`config.mk`:
```
export PLATFORM = sky130hd
export DESIGN_NAME = smart_count_monitor_flat
export DESIGN_NICKNAME = d
export VERILOG_FILES = /design/src/rtl/smart_count_monitor_pkg.sv /design/src/rtl/smart_count_monitor_if.sv /design/src/rtl/smart_count_monitor_classify.sv /design/src/rtl/smart_count_monitor.sv /design/src/flat_wrapper.sv
export SDC_FILE = /design/constraint.sdc
export NUM_CORES = 1
export LEC_CHECK = 0
export ABC_AREA = 1
export CAP_MARGIN = 20
export CORE_UTILIZATION = 47
export CTS_BUF_LIST = sky130_fd_sc_hd__clkbuf_4
export DETAILED_ROUTE_END_ITERATION = 16
export PLACE_DENSITY_LB_ADDON = 0.25
export SLEW_MARGIN = 20
export SYNTH_ARGS = -nofsm -noshare
export SYNTH_HDL_FRONTEND = slang
export SYNTH_HIERARCHICAL = 1
export SYNTH_SLANG_ARGS = --single-unit
```
`constraint.sdc`:
```
create_clock -name clk -period 2.3 [get_ports clk]
set_input_delay 0.23 -clock clk [delete_from_list [all_inputs] [get_ports clk]]
set_output_delay 0.23 -clock clk [all_outputs]
set_load 0.005 [all_outputs]
```
`src/rtl/smart_count_monitor_pkg.sv`:
```
// Shared types for the SmartCounter q-bus monitor: FSM states, step classes
// and default widths.
package smart_count_monitor_pkg;

    localparam int WIDTH_DEF  = 8;
    localparam int WRAP_W_DEF = 8;
    localparam int HOLD_W_DEF = 4;
    localparam int STATE_W    = 2;

    typedef enum logic [STATE_W-1:0] {
        ST_IDLE    = 2'd0,
        ST_ARMED   = 2'd1,
        ST_FIRED   = 2'd2,
        ST_HOLDOFF = 2'd3
    } state_e;

    typedef enum logic [2:0] {
        STEP_NONE = 3'd0,
        STEP_HOLD = 3'd1,
        STEP_INC  = 3'd2,
        STEP_WRAP = 3'd3,
        STEP_JUMP = 3'd4
    } step_e;

endpackage

```
`src/rtl/smart_count_monitor_if.sv`:
```
// Bus between the counter/control side and the monitor: count, threshold,
// FSM controls in; interrupt, state, pulses and wrap tally out.
interface smart_count_monitor_if
    import smart_count_monitor_pkg::*;
#(
    parameter int WIDTH  = WIDTH_DEF,
    parameter int WRAP_W = WRAP_W_DEF,
    parameter int HOLD_W = HOLD_W_DEF
);
    logic [WIDTH-1:0]   cnt_q;
    logic [WIDTH-1:0]   threshold;
    logic [HOLD_W-1:0]  holdoff_len;
    logic               arm;
    logic               disarm;
    logic               irq_ack;
    logic               wrap_clr;
    logic               irq;
    logic [STATE_W-1:0] state;
    logic               wrap_pulse;
    logic               jump_pulse;
    logic [WRAP_W-1:0]  wrap_cnt;

    modport master (
        output cnt_q, threshold, holdoff_len,
        output arm, disarm, irq_ack, wrap_clr,
        input  irq, state, wrap_pulse, jump_pulse, wrap_cnt
    );

    modport slave (
        input  cnt_q, threshold, holdoff_len,
        input  arm, disarm, irq_ack, wrap_clr,
        output irq, state, wrap_pulse, jump_pulse, wrap_cnt
    );
endinterface

```
`src/rtl/smart_count_monitor_classify.sv`:
```
// Holds the previous count sample and classifies each step as hold, +1,
// FF->00 wrap or jump; also flags a fresh landing on the threshold.
module count_step_classify
    import smart_count_monitor_pkg::*;
#(
    parameter int WIDTH = WIDTH_DEF
) (
    input  logic             clk,
    input  logic             arst,
    input  logic [WIDTH-1:0] cnt_i,
    input  logic [WIDTH-1:0] thr_i,
    output step_e            step_o,
    output logic             match_o
);
    localparam logic [WIDTH-1:0] ALL1 = '1;
    localparam logic [WIDTH-1:0] ZERO = '0;
    localparam logic [WIDTH-1:0] ONE  = WIDTH'(1);

    logic [WIDTH-1:0] q_prev_q;
    logic             prev_vld_q;
    logic             wrap_c;
    logic             hold_c;
    logic             inc_c;

    always_ff @(posedge clk or posedge arst) begin
        if (arst) begin
            q_prev_q   <= '0;
            prev_vld_q <= 1'b0;
        end else begin
            q_prev_q   <= cnt_i;
            prev_vld_q <= 1'b1;
        end
    end

    // FF->00 is always a wrap, so +1 is restricted to non-FF origins
    assign wrap_c = (q_prev_q == ALL1) && (cnt_i == ZERO);
    assign hold_c = (cnt_i == q_prev_q);
    assign inc_c  = (q_prev_q != ALL1) && (cnt_i == q_prev_q + ONE);

    always_comb begin
        step_o = STEP_NONE;
        if (prev_vld_q) begin
            unique case (1'b1)
                wrap_c:  step_o = STEP_WRAP;
                hold_c:  step_o = STEP_HOLD;
                inc_c:   step_o = STEP_INC;
                default: step_o = STEP_JUMP;
            endcase
        end
    end

    assign match_o = prev_vld_q && !hold_c && (cnt_i == thr_i);

endmodule

```
`src/rtl/smart_count_monitor.sv`:
```
// SmartCounter q-bus monitor: step pulses, saturating wrap tally and an
// arm/fire/ack/holdoff threshold interrupt.
module smart_count_monitor
    import smart_count_monitor_pkg::*;
#(
    parameter int WIDTH  = WIDTH_DEF,
    parameter int WRAP_W = WRAP_W_DEF,
    parameter int HOLD_W = HOLD_W_DEF
) (
    input logic                 clk,
    input logic                 arst,
    smart_count_monitor_if.slave bus
);
    localparam logic [WRAP_W-1:0] WRAP_MAX = '1;

    step_e             step;
    logic              match;
    state_e            state_q, state_d;
    logic [HOLD_W-1:0] hold_q, hold_d;
    logic [WRAP_W-1:0] wrap_q, wrap_d;
    logic              irq_q;
    logic              wrap_p_q;
    logic              jump_p_q;

    count_step_classify #(.WIDTH(WIDTH)) u_classify (
        .clk     (clk),
        .arst    (arst),
        .cnt_i   (bus.cnt_q),
        .thr_i   (bus.threshold),
        .step_o  (step),
        .match_o (match)
    );

    always_ff @(posedge clk or posedge arst) begin
        if (arst) begin
            state_q  <= ST_IDLE;
            hold_q   <= '0;
            wrap_q   <= '0;
            irq_q    <= 1'b0;
            wrap_p_q <= 1'b0;
            jump_p_q <= 1'b0;
        end else begin
            state_q  <= state_d;
            hold_q   <= hold_d;
            wrap_q   <= wrap_d;
            irq_q    <= (state_d == ST_FIRED);
            wrap_p_q <= (step == STEP_WRAP);
            jump_p_q <= (step == STEP_JUMP);
        end
    end

    always_comb begin
        state_d = state_q;
        hold_d  = hold_q;
        if (bus.disarm) begin
            state_d = ST_IDLE;
        end else begin
            unique case (state_q)
                ST_IDLE: begin
                    if (bus.arm) state_d = ST_ARMED;
                end
                ST_ARMED: begin
                    if (match) state_d = ST_FIRED;
                end
                ST_FIRED: begin
                    if (bus.irq_ack) begin
                        if (bus.holdoff_len == '0) begin
                            state_d = ST_ARMED;
                        end else begin
                            state_d = ST_HOLDOFF;
                            hold_d  = bus.holdoff_len;
                        end
                    end
                end
                ST_HOLDOFF: begin
                    if (hold_q <= HOLD_W'(1)) state_d = ST_ARMED;
                    else hold_d = hold_q - HOLD_W'(1);
                end
            endcase
        end
    end

    // clear beats a coincident wrap
    always_comb begin
        wrap_d = wrap_q;
        if (bus.wrap_clr) wrap_d = '0;
        else if (step == STEP_WRAP && wrap_q != WRAP_MAX)
            wrap_d = wrap_q + WRAP_W'(1);
    end

    assign bus.irq        = irq_q;
    assign bus.state      = state_q;
    assign bus.wrap_pulse = wrap_p_q;
    assign bus.jump_pulse = jump_p_q;
    assign bus.wrap_cnt   = wrap_q;

endmodule
```
`src/flat_wrapper.sv`:
```
// flat-port wrapper written by rule: the top's interface ports become plain ports
module smart_count_monitor_flat import smart_count_monitor_pkg::*;
#(
    parameter int WIDTH  = WIDTH_DEF,
    parameter int WRAP_W = WRAP_W_DEF,
    parameter int HOLD_W = HOLD_W_DEF
)
  (clk, arst, bus_cnt_q, bus_threshold, bus_holdoff_len, bus_arm, bus_disarm, bus_irq_ack, bus_wrap_clr, bus_irq, bus_state, bus_wrap_pulse, bus_jump_pulse, bus_wrap_cnt);
  smart_count_monitor_if #(.WIDTH(WIDTH), .WRAP_W(WRAP_W), .HOLD_W(HOLD_W)) bus_i ();
  input logic clk;
  input logic arst;
  input wire logic [$bits(bus_i.cnt_q)-1:0] bus_cnt_q;
  input wire logic [$bits(bus_i.threshold)-1:0] bus_threshold;
  input wire logic [$bits(bus_i.holdoff_len)-1:0] bus_holdoff_len;
  input wire logic [$bits(bus_i.arm)-1:0] bus_arm;
  input wire logic [$bits(bus_i.disarm)-1:0] bus_disarm;
  input wire logic [$bits(bus_i.irq_ack)-1:0] bus_irq_ack;
  input wire logic [$bits(bus_i.wrap_clr)-1:0] bus_wrap_clr;
  output wire logic [$bits(bus_i.irq)-1:0] bus_irq;
  output wire logic [$bits(bus_i.state)-1:0] bus_state;
  output wire logic [$bits(bus_i.wrap_pulse)-1:0] bus_wrap_pulse;
  output wire logic [$bits(bus_i.jump_pulse)-1:0] bus_jump_pulse;
  output wire logic [$bits(bus_i.wrap_cnt)-1:0] bus_wrap_cnt;
  assign bus_i.cnt_q = bus_cnt_q;
  assign bus_i.threshold = bus_threshold;
  assign bus_i.holdoff_len = bus_holdoff_len;
  assign bus_i.arm = bus_arm;
  assign bus_i.disarm = bus_disarm;
  assign bus_i.irq_ack = bus_irq_ack;
  assign bus_i.wrap_clr = bus_wrap_clr;
  assign bus_irq = bus_i.irq;
  assign bus_state = bus_i.state;
  assign bus_wrap_pulse = bus_i.wrap_pulse;
  assign bus_jump_pulse = bus_i.jump_pulse;
  assign bus_wrap_cnt = bus_i.wrap_cnt;
  smart_count_monitor #(.WIDTH(WIDTH), .WRAP_W(WRAP_W), .HOLD_W(HOLD_W)) u_core (.clk(clk), .arst(arst), .bus(bus_i));
endmodule
```
Word level (Yosys, flattened, before mapping)
Index checks and enable logic that the tools add are counted.
{"block": "op_classes", "n_addsub": 3, "mul": 0, "div_mod_pow": 0, "n_lt_le_gt_ge": 1, "n_eq_ne": 15, "n_shift": 0, "mux": 15, "n_bitwise": 1, "reduce_logical": 12}
{"cell": "$eq A8 B8 Y1", "count": 3}
{"cell": "$add A8 B1 Y8 const B", "count": 2}
{"cell": "$mux W8", "count": 2}
{"cell": "$ne A8 B8 Y1 const B", "count": 2}
{"cell": "$mux W2", "count": 6}
{"cell": "$mux W4", "count": 3}
{"cell": "$pmux W3 S3", "count": 1}
{"cell": "$eq A8 B8 Y1 const B", "count": 1}
{"cell": "$logic_not A8 Y1", "count": 1}
{"cell": "$pmux W2 S4", "count": 1}
{"cell": "$pmux W4 S2", "count": 1}
{"cell": "$eq A2 B2 Y1 const B", "count": 3}
{"cell": "$ne A2 B2 Y1 const B", "count": 3}
{"cell": "$logic_and A1 B1 Y1", "count": 5}
{"cell": "$reduce_and A5 Y1", "count": 1}
{"cell": "$le A4 B1 Y1 const B", "count": 1}
{"cell": "$logic_not A4 Y1", "count": 1}
{"cell": "$reduce_bool A2 Y1", "count": 2}
{"cell": "$sub A4 B1 Y4 const B", "count": 1}
{"cell": "$eq A3 B2 Y1 const B", "count": 1}
{"cell": "$eq A3 B3 Y1 const B", "count": 1}
{"cell": "$mux W3", "count": 1}
{"cell": "$eq A2 B1 Y1 const B", "count": 1}
{"cell": "$logic_not A2 Y1", "count": 1}
{"cell": "other kinds (2)", "count": 2}
{"block": "totals", "reg_bits": 26, "latchBits": 0, "ramBits": 0, "romBits": 0, "input_bits": 26, "output_inout_bits": 13, "elab_cells": 55, "memories": 0}

Longest topological paths before layout
Gate-level depths: netlist (run 1).
{"block": "logic_depth", "ltp_word": 9, "ltp_mapped": 18, "mapped_depth_nobuf": 18}

Hierarchy
Netlist (run 1), hierarchy kept.
{"module": "smart_count_monitor", "instances": 1, "cells_each": 146, "area_each_um2": 1034.7, "seq_area_each_um2": 425.4}
{"module": "count_step_classify", "instances": 1, "cells_each": 130, "area_each_um2": 788.3, "seq_area_each_um2": 225.2}

Least setup slack after synthesis (run 1)
OpenSTA, ideal clock, no wires.
{"block": "synth_path", "path_kind": "register to register", "startpoint": "reg u_core.u_classify.q_prev_q[1]", "endpoint": "reg u_core.wrap_q[7], in the netlist u_core/bus.wrap_cnt[7]", "setup_ns": 0.118, "t_arrival_ns": 1.778, "t_required_ns": 2.182, "path_slack_ns": 0.404, "path_stages_with_launch": 17, "path_buffers": 0, "synth_period_minus_slack_ns": 1.896, "cell_sequence": "dfrtp_1 > ha_1 > inv_1 > nand2_1 > nand2_1 > nor2_1 > nand3_1 > nor2_2 > nand2_2 > nand2_1 > nor2_2 > inv_1 > nand3_1 > a21oi_4 > nor2_4 > nand2_1 > nand2_1"}
{"block": "synth_between", "elab_chain_cells": 8, "word_cells_on_any_way": 12, "cone_classes": "1 x add/sub; 5 x eq/ne; 2 x mux; 4 x reduce/logical"}
{"item": "start: declaration", "line": "smart_count_monitor_classify.sv:19", "source": "logic [WIDTH-1:0] q_prev_q;"}
{"item": "start signal: assignment", "line": "smart_count_monitor_classify.sv:30", "source": "q_prev_q <= cnt_i;"}
{"item": "$add A8 B1 Y8", "line": "smart_count_monitor_classify.sv:38", "source": "assign inc_c = (q_prev_q != ALL1) && (cnt_i == q_prev_q + ONE);"}
{"item": "$eq A8 B8 Y1", "line": "smart_count_monitor_classify.sv:38"}
{"item": "$logic_and A1 B1 Y1", "line": "smart_count_monitor_classify.sv:38"}
{"item": "$pmux W3 S3 (*)", "line": "smart_count_monitor_classify.sv:43", "source": "unique case (1'b1)"}
{"item": "$mux W3 (*)", "line": "smart_count_monitor_classify.sv:42", "source": "if (prev_vld_q) begin"}
{"item": "net u_core.step[2]", "line": "smart_count_monitor.sv:16", "source": "step_e step;"}
{"item": "$eq A3 B2 Y1 (*)", "line": "smart_count_monitor.sv:87", "source": "else if (step == STEP_WRAP && wrap_q != WRAP_MAX)"}
{"item": "$logic_and A1 B1 Y1 (*)", "line": "smart_count_monitor.sv:87"}
{"item": "$reduce_bool A2 Y1 (no source line) (*)"}
{"item": "end signal: assignment", "line": "smart_count_monitor.sv:45", "source": "wrap_q <= wrap_d;"}
{"item": "end: declaration", "line": "smart_count_monitor.sv:20", "source": "logic [WRAP_W-1:0] wrap_q, wrap_d;"}
Mark *: on every way through the listed nets, which the timed path passes. The rest lies on a longest branch.
A chain may end at the register's enable or synchronous reset.

Worst setup path in the final report (run 1)
{"block": "layout_path", "startpoint": "reg u_core.u_classify.q_prev_q[0]", "endpoint": "reg u_core.wrap_q[5], in the netlist u_core/bus.wrap_cnt[5]"}
Same word-level chain as after synthesis.

==> out/metrics.yaml, run 1 <==
route:
  dr.pass1.iters: 4
  viasPerCell: 4.84
  drc_errors: 0
  ant_nets: 0
  vias: 1802
  wire_per_inst_um: 10.9
  first_iter_violations: 106
  wl_um: 4070
job:
  cap_violations: 0
worst_setup_path:
  path_max_fanout: 8
  cp_data_arrival_time_ns: 2.37
  r2r_slack_ns: 0.15
  r2r-start: "u_core/u_classify/q_prev_q[0]"
  timing_worst_setup_path_type: "reg -> reg"
  cp-start-kind: "flip-flop"
  critPathLaunch: "u_core/u_classify/q_prev_q[0]"
  required_ns: 2.51
  cp-end-kind: "flip-flop"
finish:
  stdcell_area_um2: 2340
  area_growth_pct: 28.2
  fin_util_pct: 63.4
  antenna_cells: 0
  seq_area_um2: 651
  fill_cells: 352
  instances_no_fill: 372
  fin_nets: 355
  layout-drive-gt1-share_pct: 8.02
  multi_input_area_um2: 1000
cts:
  clk_pin_slew_worst_paths_ns: 0.14
  tritoncts: "done"
  cts_made_buffers: 3
  clk-insertion-delay-late_ns: 0.31
  post_cts_resized: 0
  cts_root_buf: "clkbuf_4"
  cts_num_sinks: 26
  ctsHoldBuffers: 0
  htreeDepth: 1
  cts.path.max_buffers: 2
synth:
  syn-cell-area_um2: 1820
  ys_seq_area_share_pct: 35.7
  synthCells: 276
  synth_warnings: 6
  syn_nets: 306
  synth_seq_cells: 26
  syn_area_per_cell_um2: 6.61
  ys_types: 23
placement:
  gp_congestion: 0.852
  portBuffers: 38
  placed_area_um2: 2300
  post-dp-hpwl_um: 3200
  pre_cts_slack_ns: -0.0444
  dp_cells: 366
floorplanning:
  start_util_pct: 49.4
  fp-row-count: 22
  die_w_um: 64.3
  die_area_um2: 4130
  ios: 39
  die_h_um: 64.3
  design.core.area_um2: 3690
worst_hold_path:
  hp-class: "in -> async"
timing:
  hold_viol_final: 0
  timing.final.crit_share_pct: 93.6
  tightest_slew_ns: 0.657
  setup_violations: 0
  fin_crit_ns: 2.15
  fmax_mhz: 464
  relSlewSlack_pct: 56.1
  slew_viol_final: 0
  post-route-worst-setup-slack_ns: 0.146
  skew_ns: 0.0103
pwr:
  power-per-cell-area_nw_per_um2: 404
  p_leak_uw: 0.00121
  ir_drop_v: 0.000195
grt:
  overflow: 0
  busiest_layer: "met2"
  use_met3_pct: 2.86
  grt_util_all_layers_pct: 21.5
  gr-usage-met1_pct: 30.7
  grt_max_degree: 18
  grt_pass1_vias: 1647
  grt_first_pass_wirelength_um: 7030
  gr-usage-met2_pct: 34.3
  antenna_found_initial: 0
status:
  status: "finished clean"
==> timing repair <==
| item | CTS | global route |
|---|---|---|
| setup endpoints to repair | 0 | 7 |
| buffers inserted | 0 | 2 |
| endpoints found under the hold margin | 0 | 0 |
==> routing by layer <==
metal / wire length [um] / part of all wire, % / up-vias
met5: 0 / 0 / -
met4: 21 / 0.52 / 0
met3: 279 / 6.8 / 2
met2: 1820 / 45 / 60
met1: 1950 / 48 / 791
li1: - / - / 949
==> final timing paths <==
| kind | to | cells past startpoint |
|---|---|---|
| min reg2reg | u_core/hold_q[1] | 2 |
| min in group clk | u_core/u_classify/q_prev_q[7] | 1 |
| max in group asynchronous | u_core/bus.wrap_cnt[6] | 2 |
| min | u_core/u_classify/q_prev_q[6] | 2 |
| max reg2reg | u_core/bus.wrap_cnt[5] | 16 |
| max | u_core/bus.wrap_cnt[5] | 16 |
==> where the power goes <==
| group | leakage [uW] | internal, uW | switching, uW |
|---|---|---|---|
| Sequential | 0.000331 | 484 | 28.0 |
| Combinational | 0.000868 | 116 | 122 |
| Clock | 0.0000154 | 63.3 | 131 |
==> worst max-delay path: stages (launching register included) <==
cell and delay (ns):
dfrtp_1 0.39, ha_1 0.22, inv_1 0.10, nor2_4 0.17, nand3_1 0.10, nand2_1 0.07, nand2_1 0.06, nor2_2 0.09
nand2_2 0.07, nand2_1 0.07, nor2_2 0.04, inv_1 0.06, nand3_1 0.12, a21oi_4 0.27, nor2_4 0.09, nand2_1 0.07
nand2_1 0.05
==> state kept, by name (all words and copies together) (netlist names) <==
| signal | cells |
|---|---|
| u_core/bus.jump_pulse | 1 |
| u_core/u_classify/prev_vld_q | 1 |
| u_core/bus.irq | 1 |
| u_core/hold_q | 4 |
| u_core/bus.state | 2 |
| u_core/bus.wrap_cnt | 8 |
| u_core/bus.wrap_pulse | 1 |
| u_core/u_classify/q_prev_q | 8 |
==> Yosys cell counts <==
cell	instances	area [um^2]
xnor2_1	10	87.6
o21ai_1	1	5.00
nand2_2	3	18.8
nor4_1	2	12.5
xor2_1	3	26.3
inv_2	3	11.3
ha_1	4	50.1
conb_1	1	3.75
inv_1	41	154
a21oi_2	1	8.76
nand3_1	30	150
nor2_4	3	33.8
or2_1	1	6.26
nor3_1	3	15.0
a21oi_4	1	16.3
dfrtp_1	26	651
nor2_1	26	97.6
nand4_1	6	37.5
a21oi_1	2	10.0
nand2_1	99	372
nor2_2	5	31.3
o21ai_0	4	20.0
buf_2	1	5.00
==> final cells by class <==
type	count	share of cell area (%)
Inverter	44	7.07
Sequential cell	26	27.8
Clock inverter	1	0.161
Timing Repair Buffer	45	18.5
Tap cell	48	2.57
Multi-Input combinational cell	205	42.9
Clock buffer	3	0.964
==> cells by family (layout without fill, tap and decap cells) <==
group / count (synthesis) / count (layout) / share of synthesized area, %
AOI/OAI and AO/OA: 9 / 9 / 3.29
xor gates and xnor gates: 13 / 13 / 6.25
adders and majority gates: 4 / 4 / 2.75
buffers and inverters: 45 / 93 / 9.33
DFF: 26 / 26 / 35.7
other: 1 / 1 / 0.206
and+or+nand+nor: 178 / 178 / 42.5
==> placed cells by master, fill, tap and decap left out <==
master and n:
nand3_1 30, nand2_2 3, nand2_1 99, nor4_1 2, nand4_1 6, dfrtp_1 26, conb_1 1, clkbuf_4 3
o21ai_0 4, nor2_4 3, o21ai_1 1, inv_1 41, a21oi_1 2, ha_1 4, a21oi_4 1, a21oi_2 1
nor3_1 3, nor2_1 26, xnor2_1 10, xor2_1 3, or2_1 1, buf_4 7, inv_2 3, nor2_2 5
clkinv_1 1, clkdlybuf4s50_1 38
==> stage by stage <==
step                      hold WS (ns)  setup TNS [ns]  total power, uW
final                            0.217               0              945
after CTS                        0.226               0              954
after global routing             0.247         -0.0515             1020
after detailed placement         0.498          -0.240              757
after floorplan                 0.0579               0              654
after global placement           0.486          -0.227              749
No activity file was read; power rests on OpenSTA's default activity.
==> run 2, diff against run 1 <==
--- a/config.mk
+++ b/config.mk
@@ -6,6 +6,7 @@
 export NUM_CORES = 1
 export LEC_CHECK = 0
 export ABC_AREA = 1
+export ABC_CLOCK_PERIOD_IN_PS = 2300
 export CAP_MARGIN = 20
 export CORE_UTILIZATION = 47
 export CTS_BUF_LIST = sky130_fd_sc_hd__clkbuf_4
==> results of run 2 <==
No change in the layout: final DEF, timing and power equal those of run 1.
